## config.mk

```make
export PLATFORM = sky130hd
export DESIGN_NAME = stream_mux_rr
export DESIGN_NICKNAME = d
export VERILOG_FILES = /design/src/rtl/stream_mux_pkg.sv /design/src/rtl/mux.sv /design/src/rtl/rr_arbiter2.sv /design/src/rtl/stream_mux_rr.sv
export SDC_FILE = /design/constraint.sdc
export NUM_CORES = 1
export LEC_CHECK = 0
export BUFFER_PORTS_ARGS = -buffer_cell sky130_fd_sc_hd__clkbuf_2
export CAP_MARGIN = 20
export CORE_MARGIN = 4
export CORE_UTILIZATION = 44
export CTS_CLUSTER_SIZE = 30
export DETAILED_ROUTE_END_ITERATION = 10
export MAX_ROUTING_LAYER = met4
export PLACE_DENSITY = 0.8
export SLEW_MARGIN = 20
export SYNTH_ARGS = -nofsm -noshare
export SYNTH_HDL_FRONTEND = slang
export SYNTH_SLANG_ARGS = --single-unit
```

## constraint.sdc

```tcl
create_clock -name clk -period 3.66 [get_ports clk]
set_input_delay 0.183 -clock clk [delete_from_list [all_inputs] [get_ports clk]]
set_output_delay 0.183 -clock clk [all_outputs]
set_load 0.05 [all_outputs]
```

## src/rtl/stream_mux_pkg.sv

```systemverilog
// Shared types and constants for the two-input round-robin stream mux.
// Latency: n/a (types only).
// Backpressure: n/a (types only).
// Contents: src_id_t source index type, SRC_RESET_PRIO reset value of the
//           round-robin priority register.
package stream_mux_pkg;

   // Index of a source stream: 0 = in0, 1 = in1.
   typedef logic src_id_t;

   // Priority register reset value: prio names the last winner, so a reset
   // value of 1 makes in0 win the first contention.
   localparam src_id_t SRC_RESET_PRIO = 1'b1;

endpackage : stream_mux_pkg

```

## src/rtl/mux.sv

```systemverilog
// 1-bit two-way combinational multiplexer primitive.
// Latency: combinational, 0 cycles.
// Backpressure: none (pure datapath).
// Ports: d0, d1 data inputs; sel chooses d1 when high; y selected output.
module mux (
   input  logic d0,
   input  logic d1,
   input  logic sel,
   output logic y
);

   assign y = sel ? d1 : d0;

endmodule : mux

```

## src/rtl/rr_arbiter2.sv

```systemverilog
// Two-requester round-robin arbiter with optional packet lock.
// Latency: grant is combinational from requests and state; state updates on accept.
// Backpressure: the caller qualifies grants with its own slot/handshake logic.
// Ports: req0/req1 requests; accept strobe (a granted beat was taken);
//        accept_last (end-of-packet of that beat, STREAM_MUX_RR_LOCK_EN only);
//        grant_valid/grant_idx current grant.
// Macro: STREAM_MUX_RR_LOCK_EN enables packet lock (grant sticks to the
//        source of an unfinished packet).
module rr_arbiter2
   import stream_mux_pkg::*;
(
   input  logic    clk,
   input  logic    rst_n,
   input  logic    req0,
   input  logic    req1,
   input  logic    accept,
`ifdef STREAM_MUX_RR_LOCK_EN
   input  logic    accept_last,
`endif
   output logic    grant_valid,
   output src_id_t grant_idx
);

   src_id_t prio_q;
   src_id_t prio_d;

`ifdef STREAM_MUX_RR_LOCK_EN
   logic    lock_q;
   logic    lock_d;
   src_id_t lock_src_q;
   src_id_t lock_src_d;
`endif

   always_comb begin
      grant_valid = 1'b0;
      grant_idx   = 1'b0;
      if (req0 && req1) begin
         // Contention: prio holds the last winner, so the other side wins.
         grant_valid = 1'b1;
         grant_idx   = ~prio_q;
      end else if (req0) begin
         grant_valid = 1'b1;
         grant_idx   = 1'b0;
      end else if (req1) begin
         grant_valid = 1'b1;
         grant_idx   = 1'b1;
      end
`ifdef STREAM_MUX_RR_LOCK_EN
      // Mid-packet the grant is pinned to the packet owner even when it is
      // idle; the other source waits rather than interleaving beats.
      if (lock_q) begin
         grant_valid = 1'b1;
         grant_idx   = lock_src_q;
      end
`endif
   end

   always_comb begin
      prio_d = prio_q;
      if (accept) begin
         prio_d = grant_idx;
      end
   end

`ifdef STREAM_MUX_RR_LOCK_EN
   always_comb begin
      lock_d     = lock_q;
      lock_src_d = lock_src_q;
      if (accept) begin
         lock_d     = !accept_last;
         lock_src_d = grant_idx;
      end
   end
`endif

   always_ff @(posedge clk or negedge rst_n) begin
      if (!rst_n) begin
         prio_q     <= SRC_RESET_PRIO;
`ifdef STREAM_MUX_RR_LOCK_EN
         lock_q     <= 1'b0;
         lock_src_q <= 1'b0;
`endif
      end else begin
         prio_q     <= prio_d;
`ifdef STREAM_MUX_RR_LOCK_EN
         lock_q     <= lock_d;
         lock_src_q <= lock_src_d;
`endif
      end
   end

endmodule : rr_arbiter2

```

## src/rtl/stream_mux_rr.sv

```systemverilog
// Two-input round-robin valid/ready stream mux with a registered output slot.
// Latency: 1 cycle from input handshake to out_*; 1 beat/cycle with out_ready high.
// Backpressure: readies drop while the slot is full and out_ready is low; drain and reload in one cycle.
// Ports: in0_*/in1_* source streams (valid, data, ready, last*);
//        out_valid/out_data/out_sel/out_last* registered merged stream, out_ready from downstream.
//        (*) last ports exist only with STREAM_MUX_RR_LOCK_EN (packet lock).
module stream_mux_rr
   import stream_mux_pkg::*;
#(
   parameter int WIDTH = 8
) (
   input  logic             clk,
   input  logic             rst_n,
   input  logic             in0_valid,
   input  logic [WIDTH-1:0] in0_data,
   output logic             in0_ready,
   input  logic             in1_valid,
   input  logic [WIDTH-1:0] in1_data,
   output logic             in1_ready,
`ifdef STREAM_MUX_RR_LOCK_EN
   input  logic             in0_last,
   input  logic             in1_last,
   output logic             out_last,
`endif
   output logic             out_valid,
   output logic [WIDTH-1:0] out_data,
   output logic             out_sel,
   input  logic             out_ready
);

   logic             out_valid_q, out_valid_d;
   logic [WIDTH-1:0] out_data_q,  out_data_d;
   src_id_t          out_sel_q,   out_sel_d;
`ifdef STREAM_MUX_RR_LOCK_EN
   logic             out_last_q,  out_last_d;
   logic             grant_last;
`endif

   logic             slot_free;
   logic             grant_valid;
   src_id_t          grant_idx;
   logic             accept;
   logic [WIDTH-1:0] mux_data;

   rr_arbiter2 u_arb (
      .clk         (clk),
      .rst_n       (rst_n),
      .req0        (in0_valid),
      .req1        (in1_valid),
      .accept      (accept),
`ifdef STREAM_MUX_RR_LOCK_EN
      .accept_last (grant_last),
`endif
      .grant_valid (grant_valid),
      .grant_idx   (grant_idx)
   );

   // Per-bit steering of the granted source into the output register.
   for (genvar i = 0; i < WIDTH; i++) begin : g_mux
      mux u_mux (
         .d0  (in0_data[i]),
         .d1  (in1_data[i]),
         .sel (grant_idx),
         .y   (mux_data[i])
      );
   end

`ifdef STREAM_MUX_RR_LOCK_EN
   assign grant_last = grant_idx ? in1_last : in0_last;
`endif

   assign slot_free = !out_valid_q || out_ready;

   // rst_n gates the readies so nothing is offered as accepted during reset.
   assign in0_ready = rst_n && slot_free && grant_valid && (grant_idx == 1'b0);
   assign in1_ready = rst_n && slot_free && grant_valid && (grant_idx == 1'b1);

   // A lock may hold ready high on an idle source; only valid&&ready counts.
   assign accept = (in0_ready && in0_valid) || (in1_ready && in1_valid);

   always_comb begin
      out_valid_d = out_valid_q;
      out_data_d  = out_data_q;
      out_sel_d   = out_sel_q;
`ifdef STREAM_MUX_RR_LOCK_EN
      out_last_d  = out_last_q;
`endif
      if (out_valid_q && out_ready) begin
         out_valid_d = 1'b0;
      end
      // Accept overrides the drain so a simultaneous drain+load keeps valid high.
      if (accept) begin
         out_valid_d = 1'b1;
         out_data_d  = mux_data;
         out_sel_d   = grant_idx;
`ifdef STREAM_MUX_RR_LOCK_EN
         out_last_d  = grant_last;
`endif
      end
   end

   always_ff @(posedge clk or negedge rst_n) begin
      if (!rst_n) begin
         out_valid_q <= 1'b0;
         out_data_q  <= '0;
         out_sel_q   <= 1'b0;
`ifdef STREAM_MUX_RR_LOCK_EN
         out_last_q  <= 1'b0;
`endif
      end else begin
         out_valid_q <= out_valid_d;
         out_data_q  <= out_data_d;
         out_sel_q   <= out_sel_d;
`ifdef STREAM_MUX_RR_LOCK_EN
         out_last_q  <= out_last_d;
`endif
      end
   end

   assign out_valid = out_valid_q;
   assign out_data  = out_data_q;
   assign out_sel   = out_sel_q;
`ifdef STREAM_MUX_RR_LOCK_EN
   assign out_last  = out_last_q;
`endif

endmodule : stream_mux_rr

```

Word level (Yosys, flattened, before mapping)

Index checks and enable logic that the tools add are counted.

Flip-flop bits (word level): 11
Bits of input ports: 21
Output and inout bits: 12
Logic and storage cells: 33

Multiplexer cells: 15
Bitwise logic cells: 2
Reduce and logical (&&, ||, !) cells: 12

Operators with widths:

| operator          | number |
|---|---|
| $mux 1            | 15 |
| $logic_and 1x1->1 | 8 |
| $logic_or 1x1->1  | 2 |
| $not 1->1         | 2 |
| $reduce_bool 2->1 | 1 |
| $logic_not 1->1   | 1 |

Depth between registers and ports, before layout

Depth after elaboration: 8
Mapped depth: 4
Depth with buffers taken out: 3

Modules after synthesis

Synthesis repeated with hierarchy kept, for this count alone.

Cells, all modules: 42
Area, all modules: 651.9 sq um

Modules (own cells, without submodules):

| module        | times used | cells an instance | area an instance (sq um) |
|---|---|---|---|
| stream_mux_rr | 1          | 30                | 473.0 |
| mux           | 8          | 1                 | 15.0 |
| rr_arbiter2   | 1          | 4                 | 58.8 |

Least setup slack after synthesis

Ideal clock, no wire load.

Path type: reg2reg
Start point: register out_valid_q (netlist: out_valid)
End point: register out_data_q[0] (netlist: out_data[0])
Library setup time: 0.126 ns
Arrival: 1.436 ns
Required time: 3.534 ns
Slack: 2.098 ns
Stages on the path, launching flop included: 5
Path buffers: 1
Period minus slack after synthesis: 1.562 ns
Cells stage by stage: dfrtp_1 nand2b_4 and4_4 buf_6 a221o_1

Cells in the longest elaborated chain, start to end: 7
Elaborated cells on any way between the ends: 9
Classes of those cells: 9 x reduce/logical

RTL lines:

| element                         | RTL line             | RTL |
|---|---|---|
| from (decl)                     | stream_mux_rr.sv:31  | `logic out_valid_q, out_valid_d;` |
| from (signal assigned)          | stream_mux_rr.sv:111 | `out_valid_q <= out_valid_d;` |
| $logic_not 1->1                 | stream_mux_rr.sv:72  | `assign slot_free = !out_valid_q \|\| out_ready;` |
| $logic_or 1x1->1                | stream_mux_rr.sv:72  |  |
| $logic_and 1x1->1 (3 in series) | stream_mux_rr.sv:76  | `assign in1_ready = rst_n && slot_free && grant_valid && (grant_idx == 1'b1);` |
| named net in1_ready             | stream_mux_rr.sv:19  | `output logic in1_ready,` |
| $logic_and 1x1->1               | stream_mux_rr.sv:79  | `assign accept = (in0_ready && in0_valid) \|\| (in1_ready && in1_valid);` |
| $logic_or 1x1->1                | stream_mux_rr.sv:79  |  |
| to (signal assigned)            | stream_mux_rr.sv:112 | `out_data_q <= out_data_d;` |
| to (decl)                       | stream_mux_rr.sv:32  | `logic [WIDTH-1:0] out_data_q, out_data_d;` |

The timed path passes the listed nets, and every way through them passes these cells.
A chain may end at the register's enable or synchronous reset.

Final worst setup path

Start point: input port rst_n
End point: output port in1_ready

Cells in the longest elaborated chain, start to end: 3

RTL lines:

| element                         | RTL line            | RTL |
|---|---|---|
| from (decl)                     | stream_mux_rr.sv:13 | `input logic rst_n,` |
| $logic_and 1x1->1 (3 in series) | stream_mux_rr.sv:76 |  |
| to (decl)                       | stream_mux_rr.sv:19 |  |

No other way between the ends.

==> parameters.txt <==
Parameter                              Value

Clock tree
  Num CTS Buffers ... 3
  CTS Root Buffer Type ... sky130_fd_sc_hd__clkbuf_4
  CTS tree ... yes
  Post-CTS Repair Setup Buffers ... 0
  H-tree levels ... 1
  Skew-Pair Late Insertion Delay ... 0.26 ns
  Clock edge transition at the registers on the reported setup and hold paths ... 0.07 ns
  Clock buffer depth ... 2
  Sink count of the clock tree ... 11

Timing
  Pin slew with the least headroom to its limit ... 0.825 ns
  Count of final setup violators ... 0
  Accumulated negative setup slack ... 0 ns
  Max-slew violation count ... 0
  Setup clock skew after layout ... 0.00347 ns
  Rel. slew slack ... 0.448
  Highest achievable clock rate ... 511 MHz
  Final Cycle Share ... 0.535
  Minimum clock period ... 1.96 ns
  RSZ-0062 raised after global routing ... no
  Final hold violation count ... 0

Critical path
  Combined buffer and inverter count along the critical path ... 3
  Crit-path leading delay family ... buffers and inverters
  Maximum fanout count along the critical path ... 22
  List of cells traversed by the critical path ... dlygate4sd3_1, clkbuf_2, and4_4, clkbuf_2
  Logic depth of the worst path, buffers included ... 4
  Nature of the critical path startpoint ... primary input
  Setup Crit Path Kind ... primary input to output port
  Reg2Reg Launch Point ... u_arb.prio_q
  Worst Reg2Reg Path Length in Cells ... 3
  Startpoint of the most critical setup path ... rst_n
  Largest stage delay on the critical path ... 0.53 ns
  Crit path max-delay cell type ... sky130_fd_sc_hd__dlygate4sd3_1
  Arrival time at the worst endpoint ... 1.78 ns
  Element type at the critical path end ... output port
  Crit path required time ... 3.48 ns
  Critical Path Most Common Cell ... sky130_fd_sc_hd__clkbuf_2

Finish
  Summed area of non-filler cells in the final layout ... 753 µm²
  Filler instances ... 100
  Non-filler cells, final ... 96
  Final net count ... 104
  Final antenna diode count ... 0
  Fraction of the core area covered by cells at the end of the flow ... 0.643
  Layout cells sized above 1 ... 0.500
  Area growth, synth to finish ... 29.2%

Worst hold path
  Startpoint of the tightest hold check path ... in1_data[0]
  Worst hold stages ... 2
  Class of the tightest hold or removal check ... primary input to flop

Power and ir drop
  Leakage dissipation ... 0.384 nW
  Total design power ... 414 µW
  Worst IR drop on VDD ... 260 µV
  PD cells ... 550 mW/mm²

Global route
  Global Route met2 Usage ... 0.267
  Vias in the first global route ... 509
  Congestion Overflow GR ... 0
  First-pass GRT wire length ... 2.28 mm
  Number of antenna violations at the first check in global routing ... 0
  Total routing usage reported by global routing ... 0.168
  Met1 usage ... 0.201
  Global routing met3 resource utilization ... 0.0366
  Busiest layer in global routing ... met2
  Maximum number of pins on one net before global-route repair ... 23

Yosys
  Post-synthesis cell type count ... 15
  Post-Synthesis Mean Instance Area ... 11.4 µm²
  Synth area leaders ... sky130_fd_sc_hd__dfrtp_1 (43%), sky130_fd_sc_hd__a221o_1 (14%), sky130_fd_sc_hd__nor4b_1 (12%)
  Syn Nets ... 72
  Gate count of the mapped netlist ... 51
  Count of warnings emitted by yosys ... 0
  Post-synthesis sequential area ratio ... 0.474
  Number of synthesized flops with an enable pin ... 0
  Area of the mapped netlist ... 583 µm²
  Share of the synthesized area in the top cell type ... 0.429
  Cell taking the most area after synthesis ... sky130_fd_sc_hd__dfrtp_1
  Flop and latch count out of synthesis ... 11
  Most frequent cells after synthesis ... sky130_fd_sc_hd__dfrtp_1 (10), sky130_fd_sc_hd__nand2_1 (10), sky130_fd_sc_hd__a221o_1 (8), sky130_fd_sc_hd__nor4b_1 (8), sky130_fd_sc_hd__buf_4 (3)
  Async SR Flop Fraction ... 1.00
  Ys flop type ... sky130_fd_sc_hd__dfrtp_1

Routing
  Avg WL per Cell ... 15.2 µm
  Via density ... 5.50
  Initial drt markers ... 3
  DRC Markers ... 0
  Routed Antenna Nets ... 0
  Post-Route WL ... 1.46 mm
  Count of vias placed by the detailed router ... 528
  Detailed-routing iteration count for the pre-antenna-repair pass ... 2

Floorplanning
  Starting utilization of the core area ... 0.498
  Number of top-level design ports ... 33
  Die width ... 44.4 µm
  Number of placement rows ... 12
  Die height ... 44.4 µm
  Area of the die ... 0.00197 mm²
  Floorplan Core Area ... 0.00117 mm²

Place
  Cell area reported after detailed placement ... 717 µm²
  Final estimated routing congestion in global placement ... 0.714
  Count of input and output buffers ... 32
  Placed Instances ... 91
  Post-DP HPWL ... 1.08 mm

Job
  Number of maximum-capacitance constraint violations ... 0

Outcome
  Outcome ... finished clean
metrics by stage:
step	hold slack (ns)	setup WS [ns]
floorplan	-0.113	2.10
global placement	0.118	2.11
detailed placement	0.126	2.07
CTS	0.139	1.69
global route	0.140	1.60
finish	0.143	1.70
timing repair:
item,in CTS,in global routing
gates resized for setup,0,0
hold buffers,1,0
endpoints found under the hold margin,10,0
cell type report:
class / count / area, µm² / area share
multi-input combinational: 34 / 263 / 0.349
timing repair buffer: 33 / 170 / 0.226
sequential: 11 / 277 / 0.367
tap: 14 / 17.5 / 0.0233
clock buffer: 4 / 26.3 / 0.0349
worst reg2reg max path: stages (launching register included):
cell                      delay, ns
sky130_fd_sc_hd__dfstp_2       0.38
sky130_fd_sc_hd__nor2b_1       0.48
sky130_fd_sc_hd__nor4b_1       0.12
sky130_fd_sc_hd__a221o_1       0.28
per-layer routing:
metal,part of all wire,vias up
met4,0.0055,0
met5,0,-
met1,0.43,246
li1,-,259
met3,0.069,2
met2,0.49,21
kinds of logic (layout without fill, tap and decap cells):
group           after synthesis  after routing  synth area share
flops                        11             11             0.474
buf+inv                       6             37            0.0751
simple gates                 23             23             0.270
compound gates               11             11             0.180
where the power goes:
part / internal [mW] / total (mW) / switching, mW / leakage (nW)
Clock: 0.0421 / 0.0829 / 0.0408 / 0.0150
Combinational: 0.0490 / 0.169 / 0.120 / 0.235
Sequential: 0.147 / 0.162 / 0.0152 / 0.134
sequential cells by signal, indices dropped and copies added (netlist names):
register      count
out_data          8
u_arb.prio_q      1
out_valid         1
out_sel           1
cells in the final DEF (no fill, tap or decap):
master,count
sky130_fd_sc_hd__a21o_2,2
sky130_fd_sc_hd__dfrtp_1,10
sky130_fd_sc_hd__and2b_1,1
sky130_fd_sc_hd__dlygate4sd3_1,1
sky130_fd_sc_hd__o211ai_1,1
sky130_fd_sc_hd__a221o_1,8
sky130_fd_sc_hd__dfstp_2,1
sky130_fd_sc_hd__clkbuf_2,32
sky130_fd_sc_hd__and4b_2,1
sky130_fd_sc_hd__clkbuf_1,1
sky130_fd_sc_hd__nor4b_1,8
sky130_fd_sc_hd__nand2b_4,1
sky130_fd_sc_hd__clkbuf_4,3
sky130_fd_sc_hd__nor2b_1,1
sky130_fd_sc_hd__and4_4,1
sky130_fd_sc_hd__nand2_1,10
path summary, 6_finish.rpt:
check / endpoint / slack (ns)
setup / recovery: in1_ready / 1.70
hold / removal: out_data[0] / 0.14
setup reg to reg: out_data[1] / 2.29
hold reg to reg: out_sel / 0.51
max in group asynchronous: u_arb.prio_q / 2.95
min in group asynchronous: out_sel / 0.38
No activity file was read; power rests on OpenSTA's default activity.
